[src/rtl/balance_pkg.sv]
// Shared types, default coefficients and saturation helper for the gen-2 balance controller.
package balance_pkg;

    typedef enum logic [1:0] {
        OFF,
        RAMP,
        RUN
    } bal_state_e;

    localparam int DEF_P_COEFF         = 14;
    localparam int DEF_D_COEFF         = 20;
    localparam int DEF_I_SHIFT         = 6;
    localparam int DEF_D_DEPTH         = 2;
    localparam int DEF_INTEG_W         = 18;
    localparam int DEF_SPD_W           = 11;
    localparam int DEF_MIN_DUTY        = 980;
    localparam int DEF_LOW_TORQUE_BAND = 70;
    localparam int DEF_GAIN_MULT       = 15;
    localparam int DEF_RAMP_STEP       = 64;
    localparam int DEF_TF_THRESH       = 1536;
    localparam int DEF_TF_CNT          = 4;

    localparam int ERR_W  = 10;
    localparam int DIFF_W = 7;
    localparam int PID_W  = 16;

    function automatic logic signed [31:0] sat_signed(input logic signed [31:0] val,
                                                      input int unsigned width);
        logic signed [31:0] hi;
        logic signed [31:0] lo;
        hi = (32'sd1 <<< (width - 1)) - 32'sd1;
        lo = -(32'sd1 <<< (width - 1));
        if (val > hi)
            sat_signed = hi;
        else if (val < lo)
            sat_signed = lo;
        else
            sat_signed = val;
    endfunction

endpackage

[src/rtl/torque_shaper.sv]
// Maps a signed torque to motor speed magnitude and direction, capped by the soft-start limit.
module torque_shaper
    import balance_pkg::*;
#(
    parameter int SPD_W           = DEF_SPD_W,
    parameter int MIN_DUTY        = DEF_MIN_DUTY,
    parameter int LOW_TORQUE_BAND = DEF_LOW_TORQUE_BAND,
    parameter int GAIN_MULT       = DEF_GAIN_MULT
)(
    input  logic signed [PID_W-1:0] i_torque,
    input  logic [SPD_W-1:0]        i_spd_limit,
    output logic [SPD_W-1:0]        o_spd,
    output logic                    o_rev
);
    localparam int SPD_MAX = (1 << SPD_W) - 1;

    logic signed [31:0] w_t;
    logic signed [31:0] w_abs_t;
    logic signed [31:0] w_shaped;
    logic signed [31:0] w_mag;
    logic [SPD_W-1:0]   w_sat;

    assign w_t     = 32'(i_torque);
    assign w_abs_t = (w_t < 0) ? -w_t : w_t;

    always_comb begin
        w_shaped = '0;
        w_mag    = '0;
        w_sat    = '0;
        // Outside the low band a fixed duty offset overcomes motor deadband.
        if (w_abs_t >= LOW_TORQUE_BAND)
            w_shaped = (w_t < 0) ? (w_t - MIN_DUTY) : (w_t + MIN_DUTY);
        else
            w_shaped = w_t * GAIN_MULT;
        o_rev = (w_shaped < 0);
        w_mag = (w_shaped < 0) ? -w_shaped : w_shaped;
        w_sat = (w_mag > SPD_MAX) ? SPD_W'(SPD_MAX) : SPD_W'(w_mag);
        o_spd = (w_sat > i_spd_limit) ? i_spd_limit : w_sat;
    end

endmodule

[src/rtl/balance_cntrl_gen2.sv]
// Gen-2 segway balance controller: 2-stage PID pipeline, soft-start ramp, debounced too_fast.
// Optional macro BAL_INTEG_LEAK_EN selects a leaky integrator.
module balance_cntrl_gen2
    import balance_pkg::*;
#(
    parameter int P_COEFF         = DEF_P_COEFF,
    parameter int D_COEFF         = DEF_D_COEFF,
    parameter int I_SHIFT         = DEF_I_SHIFT,
    parameter int D_DEPTH         = DEF_D_DEPTH,
    parameter int INTEG_W         = DEF_INTEG_W,
    parameter int SPD_W           = DEF_SPD_W,
    parameter int MIN_DUTY        = DEF_MIN_DUTY,
    parameter int LOW_TORQUE_BAND = DEF_LOW_TORQUE_BAND,
    parameter int GAIN_MULT       = DEF_GAIN_MULT,
    parameter int RAMP_STEP       = DEF_RAMP_STEP,
    parameter int TF_THRESH       = DEF_TF_THRESH,
    parameter int TF_CNT          = DEF_TF_CNT
)(
    input  logic               clk,
    input  logic               rst_n,
    input  logic               vld,
    input  logic signed [15:0] ptch,
    input  logic signed [11:0] ld_cell_diff,
    input  logic               rider_off,
    input  logic               en_steer,
    input  logic               pwr_up,
    output logic [SPD_W-1:0]   lft_spd,
    output logic               lft_rev,
    output logic [SPD_W-1:0]   rght_spd,
    output logic               rght_rev,
    output logic               out_vld,
    output logic               too_fast,
    output logic               ramp_done
);
    localparam int SPD_MAX = (1 << SPD_W) - 1;
    localparam int CNT_W   = $clog2(TF_CNT + 1);

    bal_state_e               r_state;
    bal_state_e               w_state_nxt;
    logic [SPD_W-1:0]         r_spd_limit;
    logic [SPD_W-1:0]         w_lim_nxt;
    logic [SPD_W-1:0]         w_lim_step;

    logic signed [ERR_W-1:0]  w_err;
    logic signed [ERR_W-1:0]  r_hist [D_DEPTH];
    logic signed [31:0]       w_ddiff;
    logic signed [31:0]       w_integ_sum;
    logic signed [INTEG_W-1:0] r_integ;
    logic signed [INTEG_W-1:0] w_integ_nxt;
    logic signed [PID_W-1:0]  r_p;
    logic signed [PID_W-1:0]  r_d;
    logic                     r_s1_vld;

    logic signed [PID_W-1:0]  w_pid;
    logic signed [PID_W-1:0]  w_steer;
    logic signed [PID_W-1:0]  w_lft_t;
    logic signed [PID_W-1:0]  w_rght_t;
    logic [SPD_W-1:0]         w_lft_spd;
    logic [SPD_W-1:0]         w_rght_spd;
    logic                     w_lft_rev;
    logic                     w_rght_rev;
    logic                     w_over;

    logic [SPD_W-1:0]         r_lft_spd;
    logic [SPD_W-1:0]         r_rght_spd;
    logic                     r_lft_rev;
    logic                     r_rght_rev;
    logic                     r_out_vld;
    logic                     r_too_fast;
    logic [CNT_W-1:0]         r_over_cnt;
    logic [CNT_W-1:0]         r_under_cnt;

    // Stage 1: error conditioning, P/D terms and integrator.
    assign w_err   = ERR_W'(sat_signed(32'(ptch), ERR_W));
    assign w_ddiff = sat_signed(32'(w_err) - 32'(r_hist[D_DEPTH-1]), DIFF_W);
`ifdef BAL_INTEG_LEAK_EN
    assign w_integ_sum = 32'(r_integ) + 32'(w_err) - 32'(r_integ >>> 10);
`else
    assign w_integ_sum = 32'(r_integ) + 32'(w_err);
`endif
    assign w_integ_nxt = INTEG_W'(sat_signed(w_integ_sum, INTEG_W));

    always_ff @(posedge clk or negedge rst_n) begin
        if (!rst_n) begin
            r_p      <= '0;
            r_d      <= '0;
            r_s1_vld <= 1'b0;
            r_integ  <= '0;
            for (int unsigned i = 0; i < D_DEPTH; i++)
                r_hist[i] <= '0;
        end else begin
            r_s1_vld <= vld;
            if (vld) begin
                r_p       <= PID_W'(32'(w_err) * P_COEFF);
                r_d       <= PID_W'(w_ddiff * D_COEFF);
                r_hist[0] <= w_err;
                for (int unsigned i = 1; i < D_DEPTH; i++)
                    r_hist[i] <= r_hist[i-1];
            end
            if (rider_off)
                r_integ <= '0;
            else if (vld)
                r_integ <= w_integ_nxt;
        end
    end

    // Stage 2: PID sum, steering split and shaping.
    assign w_pid    = PID_W'(32'(r_p) + 32'(r_d) + 32'(r_integ >>> I_SHIFT));
    assign w_steer  = en_steer ? PID_W'(ld_cell_diff >>> 3) : '0;
    assign w_lft_t  = w_pid - w_steer;
    assign w_rght_t = w_pid + w_steer;

    torque_shaper #(
        .SPD_W(SPD_W),
        .MIN_DUTY(MIN_DUTY),
        .LOW_TORQUE_BAND(LOW_TORQUE_BAND),
        .GAIN_MULT(GAIN_MULT)
    ) u_lft_shaper (
        .i_torque(w_lft_t),
        .i_spd_limit(r_spd_limit),
        .o_spd(w_lft_spd),
        .o_rev(w_lft_rev)
    );

    torque_shaper #(
        .SPD_W(SPD_W),
        .MIN_DUTY(MIN_DUTY),
        .LOW_TORQUE_BAND(LOW_TORQUE_BAND),
        .GAIN_MULT(GAIN_MULT)
    ) u_rght_shaper (
        .i_torque(w_rght_t),
        .i_spd_limit(r_spd_limit),
        .o_spd(w_rght_spd),
        .o_rev(w_rght_rev)
    );

    assign w_over = (w_lft_spd > SPD_W'(TF_THRESH)) || (w_rght_spd > SPD_W'(TF_THRESH));

    always_ff @(posedge clk or negedge rst_n) begin
        if (!rst_n) begin
            r_out_vld   <= 1'b0;
            r_lft_spd   <= '0;
            r_rght_spd  <= '0;
            r_lft_rev   <= 1'b0;
            r_rght_rev  <= 1'b0;
            r_too_fast  <= 1'b0;
            r_over_cnt  <= '0;
            r_under_cnt <= '0;
        end else begin
            r_out_vld <= r_s1_vld;
            // Dropping pwr_up zeroes speed on the same edge; direction is left as it was.
            if (!pwr_up) begin
                r_lft_spd  <= '0;
                r_rght_spd <= '0;
            end else if (r_s1_vld) begin
                r_lft_spd  <= w_lft_spd;
                r_rght_spd <= w_rght_spd;
                r_lft_rev  <= w_lft_rev;
                r_rght_rev <= w_rght_rev;
            end
            if (!pwr_up || r_state == OFF) begin
                r_too_fast  <= 1'b0;
                r_over_cnt  <= '0;
                r_under_cnt <= '0;
            end else if (r_s1_vld) begin
                if (w_over) begin
                    r_under_cnt <= '0;
                    if (int'(r_over_cnt) < TF_CNT)
                        r_over_cnt <= r_over_cnt + CNT_W'(1);
                    if (int'(r_over_cnt) + 1 >= TF_CNT)
                        r_too_fast <= 1'b1;
                end else begin
                    r_over_cnt <= '0;
                    if (int'(r_under_cnt) < TF_CNT)
                        r_under_cnt <= r_under_cnt + CNT_W'(1);
                    if (int'(r_under_cnt) + 1 >= TF_CNT)
                        r_too_fast <= 1'b0;
                end
            end
        end
    end

    // Soft-start FSM. In OFF the limit is always 0, so the step adder also serves the first vld.
    assign w_lim_step = (int'(r_spd_limit) + RAMP_STEP >= SPD_MAX) ? SPD_W'(SPD_MAX)
                                                                   : r_spd_limit + SPD_W'(RAMP_STEP);

    always_comb begin
        w_state_nxt = r_state;
        w_lim_nxt   = r_spd_limit;
        if (!pwr_up) begin
            w_state_nxt = OFF;
            w_lim_nxt   = '0;
        end else begin
            case (r_state)
                OFF, RAMP: begin
                    w_state_nxt = RAMP;
                    if (vld)
                        w_lim_nxt = w_lim_step;
                    if (w_lim_nxt == SPD_W'(SPD_MAX))
                        w_state_nxt = RUN;
                end
                RUN:     w_lim_nxt = SPD_W'(SPD_MAX);
                default: begin
                    w_state_nxt = OFF;
                    w_lim_nxt   = '0;
                end
            endcase
        end
    end

    always_ff @(posedge clk or negedge rst_n) begin
        if (!rst_n) begin
            r_state     <= OFF;
            r_spd_limit <= '0;
        end else begin
            r_state     <= w_state_nxt;
            r_spd_limit <= w_lim_nxt;
        end
    end

    assign lft_spd   = r_lft_spd;
    assign lft_rev   = r_lft_rev;
    assign rght_spd  = r_rght_spd;
    assign rght_rev  = r_rght_rev;
    assign out_vld   = r_out_vld;
    assign too_fast  = r_too_fast;
    assign ramp_done = (r_state == RUN);

endmodule

[config.mk]
export PLATFORM = sky130hd
export DESIGN_NAME = balance_cntrl_gen2
export DESIGN_NICKNAME = d
export VERILOG_FILES = /design/src/rtl/balance_pkg.sv /design/src/rtl/torque_shaper.sv /design/src/rtl/balance_cntrl_gen2.sv
export SDC_FILE = /design/constraint.sdc
export NUM_CORES = 1
export LEC_CHECK = 0
export BUFFER_PORTS_ARGS = -buffer_cell sky130_fd_sc_hd__buf_2
export CAP_MARGIN = 10
export CELL_PAD_IN_SITES_DETAIL_PLACEMENT = 2
export CELL_PAD_IN_SITES_GLOBAL_PLACEMENT = 2
export CORE_UTILIZATION = 44
export CTS_BUF_LIST = sky130_fd_sc_hd__clkbuf_4 sky130_fd_sc_hd__clkbuf_8
export DETAILED_ROUTE_END_ITERATION = 8
export HOLD_SLACK_MARGIN = 0.05
export PLACE_DENSITY_LB_ADDON = 0.1
export SLEW_MARGIN = 20
export SYNTH_ARGS = -nofsm -noshare
export SYNTH_HDL_FRONTEND = slang
export SYNTH_SLANG_ARGS = --single-unit
[constraint.sdc]
create_clock -name clk -period 20.4 [get_ports clk]
set_input_delay 3.06 -clock clk [delete_from_list [all_inputs] [get_ports clk]]
set_output_delay 3.06 -clock clk [all_outputs]
set_load 0.03 [all_outputs]
# Word level (Yosys, flattened, before mapping)
# Cells that the tools add are included.
# op_classes
n_addsub	20
mul	4
div_mod_pow	0
magnitude_cmp	23
eq_ne	7
shift	0
n_mux	47
n_bitwise	0
reduce_logical	13
# op_table
cell	n
two-way mux 32 bit	10
two-way mux 11 bit	13
two-way mux 18 bit	4
greater-or-equal comparator 32 x 8 -> 1 bit (second input constant)	2
greater-than comparator 32 x 12 -> 1 bit (second input constant)	2
< comparator 32 x 1 -> 1 bit (second input constant)	2
negation 16 -> 32 bit	2
negation 32 bit	2
multiplier 16 x 5 -> 21 bit (second input constant)	2
adder 16 x 11 -> 17 bit (second input constant)	2
subtractor 16 x 11 -> 17 bit (second input constant)	2
< comparator 16 x 1 -> 1 bit (second input constant)	2
multiplier 32 x 4 -> 14 bit (second input constant)	1
two-way mux 3 bit	8
greater-than comparator 11 bit	2
greater-than comparator 11 bit (second input constant)	2
one-hot mux 11 bit (2 select lines)	1
two-way mux 10 bit	2
adder 18 x 10 -> 19 bit	1
greater-than comparator 19 x 18 -> 1 bit (second input constant)	1
< comparator 19 x 18 -> 1 bit (second input constant)	1
adder 15 x 16 -> 16 bit	1
adder 16 x 12 -> 16 bit	1
adder 16 bit	1
32 further kinds	47
# word_totals
reg_bits	112
latchBits	0
mem_bits_rw	0
mem_bits_ro	0
in_bits	34
out_inout_bits	27
wordCells	130
mem_count	0

# Longest topological paths before layout
# depth
ltp_word	18
depth_mapped	59
mapped_depth_nobuf	55

# Modules after synthesis
# From an unflattened synthesis, not the netlist that was laid out.
# unflattened
cells_unflattened	2374
hier_area_um2	19487.4
# by_module_without_submodules
module	instances	cells_each	area_per_inst_um2	seq_area_each_um2
balance_cntrl_gen2	1	1024	9584.2	2777.7
torque_shaper (u_rght_shaper)	1	706	5176.2	0.0
torque_shaper (u_lft_shaper)	1	644	4727.0	0.0

# Worst setup path before layout
# Ideal clock, no wire load.
# synth_timing
path_type	input-to-reg
startpoint	in en_steer
endpoint	reg r_too_fast, in the netlist too_fast
setup_time_ps	131
arrival_ps	13540
required_time_ps	20269
setup_slack_ps	6729
cell_stages	50
path_buffers	5
cell_sequence	buf_4 and2_1 ha_1 inv_1 fa_1 o21bai_1 o211ai_1 nor2b_1 o311ai_1 inv_1 ha_1 inv_1 fa_1 inv_1 fa_1 ha_1 or3_1 a211o_1 (+14 left out) ha_1 nor2b_1 o21a_1 o21a_1 o21a_1 o21ai_0 nand2b_1 a21oi_1 nor2b_1 o21ai_0 a21oi_1 o31ai_1 clkbuf_4 nand3_1 a221oi_4 o32ai_4 o311ai_2 o21ai_1
# synth_between
elab_chain_cells	17
elab_cells_between_ends	44
cone_classes	add/sub: 10; mul: 2; order compare: 12; eq/ne: 1; mux: 16; reduce/logical: 3
# synth_rtl
element	line	rtl
from (decl)	balance_cntrl_gen2.sv:25	input logic en_steer,
two-way mux 16 bit (*)	balance_cntrl_gen2.sv:109	assign w_steer = en_steer ? PID_W'(ld_cell_diff >>> 3) : '0;
subtractor 16 bit or adder 16 bit (tied branches)	balance_cntrl_gen2.sv:110, balance_cntrl_gen2.sv:111	
negation 16 -> 32 bit or < comparator 16 x 1 -> 1 bit (tied branches)	torque_shaper.sv:24, torque_shaper.sv:32	
two-way mux 32 bit	torque_shaper.sv:24	assign w_abs_t = (w_t < 0) ? -w_t : w_t;
greater-or-equal comparator 32 x 8 -> 1 bit	torque_shaper.sv:31	if (w_abs_t >= LOW_TORQUE_BAND)
two-way mux 32 bit	torque_shaper.sv:31	
negation 32 bit or < comparator 32 x 1 -> 1 bit (tied branches)	torque_shaper.sv:36	w_mag = (w_shaped < 0) ? -w_shaped : w_shaped;
two-way mux 32 bit	torque_shaper.sv:36	
greater-than comparator 32 x 12 -> 1 bit	torque_shaper.sv:37	w_sat = (w_mag > SPD_MAX) ? SPD_W'(SPD_MAX) : SPD_W'(w_mag);
two-way mux 11 bit	torque_shaper.sv:37	
greater-than comparator 11 bit	torque_shaper.sv:38	o_spd = (w_sat > i_spd_limit) ? i_spd_limit : w_sat;
two-way mux 11 bit	torque_shaper.sv:38	
greater-than comparator 11 bit	balance_cntrl_gen2.sv:137	assign w_over = (w_lft_spd > SPD_W'(TF_THRESH)) || (w_rght_spd > SPD_W'(TF_THRESH));
logical OR 1 bit (*)	balance_cntrl_gen2.sv:137	
two-way mux 1 bit	balance_cntrl_gen2.sv:166	if (w_over) begin
two-way mux 1 bit	balance_cntrl_gen2.sv:165	end else if (r_s1_vld) begin
two-way mux 1 bit	balance_cntrl_gen2.sv:161	if (!pwr_up || r_state == OFF) begin
to (signal assigned)	balance_cntrl_gen2.sv:146	r_too_fast <= 1'b0;
to (signal assigned)	balance_cntrl_gen2.sv:162	r_too_fast <= 1'b0;
to (signal assigned)	balance_cntrl_gen2.sv:171	r_too_fast <= 1'b1;
to (decl)	balance_cntrl_gen2.sv:69	logic r_too_fast;
# Mark *: on every way between the ends. The rest lies on a longest branch, timed or not. The select of a mux whose other input is x is not followed.
# A chain may end at the register's enable or synchronous reset.

# Worst setup path in the final report
# layout_timing
startpoint	in en_steer
endpoint	reg r_under_cnt[0]
# layout_between
elab_chain_cells	17
elab_cells_between_ends	43
cone_classes	add/sub: 10; mul: 2; order compare: 12; mux: 16; reduce/logical: 3
# layout_rtl
element	line	rtl
two-way mux 16 bit (*)	balance_cntrl_gen2.sv:109	
subtractor 16 bit or adder 16 bit (tied branches)	balance_cntrl_gen2.sv:110, balance_cntrl_gen2.sv:111	
negation 16 -> 32 bit or < comparator 16 x 1 -> 1 bit (tied branches)	torque_shaper.sv:24, torque_shaper.sv:32	
two-way mux 32 bit	torque_shaper.sv:24	
greater-or-equal comparator 32 x 8 -> 1 bit	torque_shaper.sv:31	
two-way mux 32 bit	torque_shaper.sv:31	
negation 32 bit or < comparator 32 x 1 -> 1 bit (tied branches)	torque_shaper.sv:36	
two-way mux 32 bit	torque_shaper.sv:36	
greater-than comparator 32 x 12 -> 1 bit	torque_shaper.sv:37	
two-way mux 11 bit	torque_shaper.sv:37	
greater-than comparator 11 bit	torque_shaper.sv:38	
two-way mux 11 bit	torque_shaper.sv:38	
greater-than comparator 11 bit	balance_cntrl_gen2.sv:137	
logical OR 1 bit (*)	balance_cntrl_gen2.sv:137	
two-way mux 3 bit	balance_cntrl_gen2.sv:166	
two-way mux 3 bit	balance_cntrl_gen2.sv:165	
two-way mux 3 bit	balance_cntrl_gen2.sv:161	
to (signal assigned)	balance_cntrl_gen2.sv:175	r_under_cnt <= r_under_cnt + CNT_W'(1);
to (decl)	balance_cntrl_gen2.sv:71	logic [CNT_W-1:0] r_under_cnt;
# Marks and branches as above.

==> impl_metrics.tcl <==
set metrics [dict create \
    fin_nets 2712 \
    post_synth_num_cell_types 99 \
    rows 76 \
    cts_max_level 3 \
    cts_buffers 9 \
    endpoint "r_under_cnt[0]$_DFFE_PN0P_" \
    finalHoldViolCount 0 \
    crit_fanout 19 \
    setup_tns_ns 0 \
    path_common_cell "ha_1" \
    clock_latency_ns 0.46 \
    wire_per_inst_um 22.6 \
    netlist_area_mm2 0.0191 \
    cts_hold_buffers 0 \
    grt_overflow 0 \
    grt_max_degree 68 \
    netlist_instances 2310 \
    timing.fmax_mhz 65.3 \
    global_route.usage.met3 0.0253 \
    worstSetupStartpoint "en_steer" \
    period_minus_slack_ns 15.31 \
    ant_nets 0 \
    max_slew_margin 0.263 \
    drv_slew 0 \
    setup_viol 0 \
    dieArea_mm2 0.0443 \
    core-area_mm2 0.0430 \
    yosys_warnings 0 \
    first_pass_iters 4 \
    yosys_most_used_dff "dfrtp_1" \
    initial_utilization 0.445 \
    async_flop_share 1.00 \
    postCtsSetupRepairBufs 0 \
    worst-r2r-cell-count 55 \
    numPortBuffers 57 \
    viasPerCell 6.05 \
    first_iter_violations 740 \
    areaGrowthSynthToFinish_pct 6.04 \
    fp.dieW_um 210 \
    globalplace.congestion 0.855 \
    timing.final.crit_share 0.751 \
    r2r-start "r_integ[8]$_DFFE_PN0P_" \
    grt_pass1_vias 19600 \
    cp.arrival_ns 15.65 \
    vias 17700 \
    gr-usage-met1 0.364 \
    cts_resized 0 \
    dp_hpwl_mm 53.5 \
    clk_path_buf_depth 2 \
    start_kind "input port" \
    clkTransAtPathRegs_ns 0.13 \
    outcome "complete, no violations" \
    end_kind "flop" \
    whs_ns 0.519 \
    diodes 0 \
    tightest_slew_ns 1.09 \
    critPathKind "input port to flop" \
    busiest_layer "met2" \
    antenna_found_initial 1 \
    final_common_cell "ha_1" \
    max_stage_delay_ns 0.77 \
    die_h_um 210 \
    grt_first_pass_wirelength_mm 107 \
    avgSynthCellArea_um2 8.28 \
    cp.required_ns 20.74 \
    synth_seq_cells 111 \
    rsz0062_at_grt "false" \
    drive_gt1_frac 0.0818 \
    grt_util_met2 0.572 \
    synth-edff-count 0 \
    grt_util_all_layers 0.302 \
    routed_wl_mm 65.9 \
    synth.net_count 2692 \
    final_cell_mix "ha_1 (267), inv_1 (216), a21oi_1 (160)" \
    finalClockSkew_ns 0.0345 \
    pin_count 61 \
    cts_sinks 111 \
    ys_seq_area_frac 0.145 \
    fillers 4905 \
    max_cap_viol_count 0 \
    hp-class "flop to flop" \
    rrSetupSlack_ns 5.30 \
    rr_endpoint "r_under_cnt[0]$_DFFE_PN0P_" \
    remaining_drc_errors 0 \
    clock-root-buffer "clkbuf_8" \
    cts_tree "yes" \
    slowest_stage "ha_1" \
]
==> cell type report <==
type,count,area [um^2],area share
Multi-Input combinational cell,1903,15200,0.751
Sequential cell,111,2780,0.137
Inverter,224,841,0.0415
Tap cell,585,732,0.0361
Timing Repair Buffer,81,468,0.0231
Clock buffer,9,124,0.00611
Clock inverter,7,113,0.00555
==> state kept, by name (all words and copies together), names as in the netlist <==
signal and cells:
r_spd_limit 11, r_state 2, rght_spd 11, r_s1_vld 1
r_under_cnt 3, too_fast 1, rght_rev 1, lft_spd 11
r_d 14, r_p 13, r_hist 20, out_vld 1
lft_rev 1, r_integ 18, r_over_cnt 3
==> cells in the mapped netlist (6+ instances only) <==
library cell | count | share of area
buf_2 | 12 | 0.0031
nor4b_1 | 6 | 0.0027
mux2i_1 | 44 | 0.023
nand4_1 | 24 | 0.0079
dfrtp_1 | 111 | 0.15
mux2_2 | 42 | 0.025
a311oi_1 | 9 | 0.0041
xnor2_1 | 108 | 0.049
a211oi_1 | 34 | 0.013
nand3_1 | 57 | 0.015
nor2_1 | 159 | 0.031
o31ai_1 | 15 | 0.0059
nand2_1 | 148 | 0.029
or4_1 | 7 | 0.0027
and2_1 | 18 | 0.0059
a21o_1 | 52 | 0.020
and3_1 | 21 | 0.0069
a21boi_0 | 11 | 0.0043
inv_1 | 216 | 0.042
buf_1 | 8 | 0.0016
clkbuf_1 | 46 | 0.0090
o21bai_1 | 33 | 0.013
ha_1 | 267 | 0.17
o211ai_1 | 21 | 0.0082
o21ai_0 | 108 | 0.028
nor4_1 | 21 | 0.0069
and4_1 | 7 | 0.0032
nand3b_1 | 8 | 0.0031
o31a_1 | 11 | 0.0050
o2111ai_1 | 6 | 0.0027
o21a_1 | 32 | 0.013
fa_1 | 81 | 0.085
o311ai_0 | 8 | 0.0037
a21oi_1 | 160 | 0.042
or2_2 | 12 | 0.0039
xor2_1 | 56 | 0.026
o211a_1 | 6 | 0.0031
o22ai_1 | 15 | 0.0049
a31oi_1 | 27 | 0.0088
a221o_1 | 10 | 0.0052
nor2b_1 | 48 | 0.016
or3_1 | 13 | 0.0043
nand2b_1 | 33 | 0.011
nor3_1 | 52 | 0.014
==> worst min path at each step <==
stage	endpoint	cells past startpoint	startpoint
final	r_hist[6]$_DFFE_PN0P_	2	r_hist[16]$_DFFE_PN0P_
after global routing	r_hist[2]$_DFFE_PN0P_	2	r_hist[12]$_DFFE_PN0P_
after CTS	r_hist[6]$_DFFE_PN0P_	2	r_hist[16]$_DFFE_PN0P_
after detailed placement	r_hist[6]$_DFFE_PN0P_	2	r_hist[16]$_DFFE_PN0P_
after global placement	r_hist[6]$_DFFE_PN0P_	2	r_hist[16]$_DFFE_PN0P_
after floorplan	out_vld$_DFF_PN0_	0	r_s1_vld$_DFF_PN0_
==> kinds of logic (layout without fill, tap and decap cells) <==
kind of cell             after synthesis  after routing  synth area share
AO/OA/AOI/OAI                        634            634             0.226
AND/OR/NAND/NOR                      661            661             0.177
multiplexers                          86             86            0.0478
adder cells (fa/ha/maj)              353            353             0.262
flip-flops                           111            111             0.145
buffers and inverters                296            321            0.0605
XOR/XNOR                             169            169            0.0807
==> metrics by stage <==
stage / setup WS (ns) / instances / utilization / area, um^2
detailed placement: 4.90 / 2904 / 0.466 / 20000
global placement: 5.33 / 2904 / 0.466 / 20000
global route: 4.48 / 2920 / 0.472 / 20300
CTS: 5.25 / 2920 / 0.472 / 20300
finish: 5.09 / 2920 / 0.472 / 20300
floorplan: 6.73 / 2310 / - / 19100
==> per-layer routing <==
layer,part of all wire,up-vias
met5,0,-
li1,-,8320
met2,0.52,211
met1,0.44,9047
met4,0.021,0
met3,0.019,76
==> worst max-delay path: cells and delay by family <==
family,cells,cell delay (ns)
AOI/OAI and AO/OA,21,4.85
adders and majority gates,6,2.69
and+or+nand+nor,11,2.69
buffers and inverters,5,1.17
xor gates and xnor gates,3,1.06
muxes,1,0.11
Power is left out: the tool's default activity adds up to more than one toggle a clock period on the data nets, which glitch-free logic cannot reach.
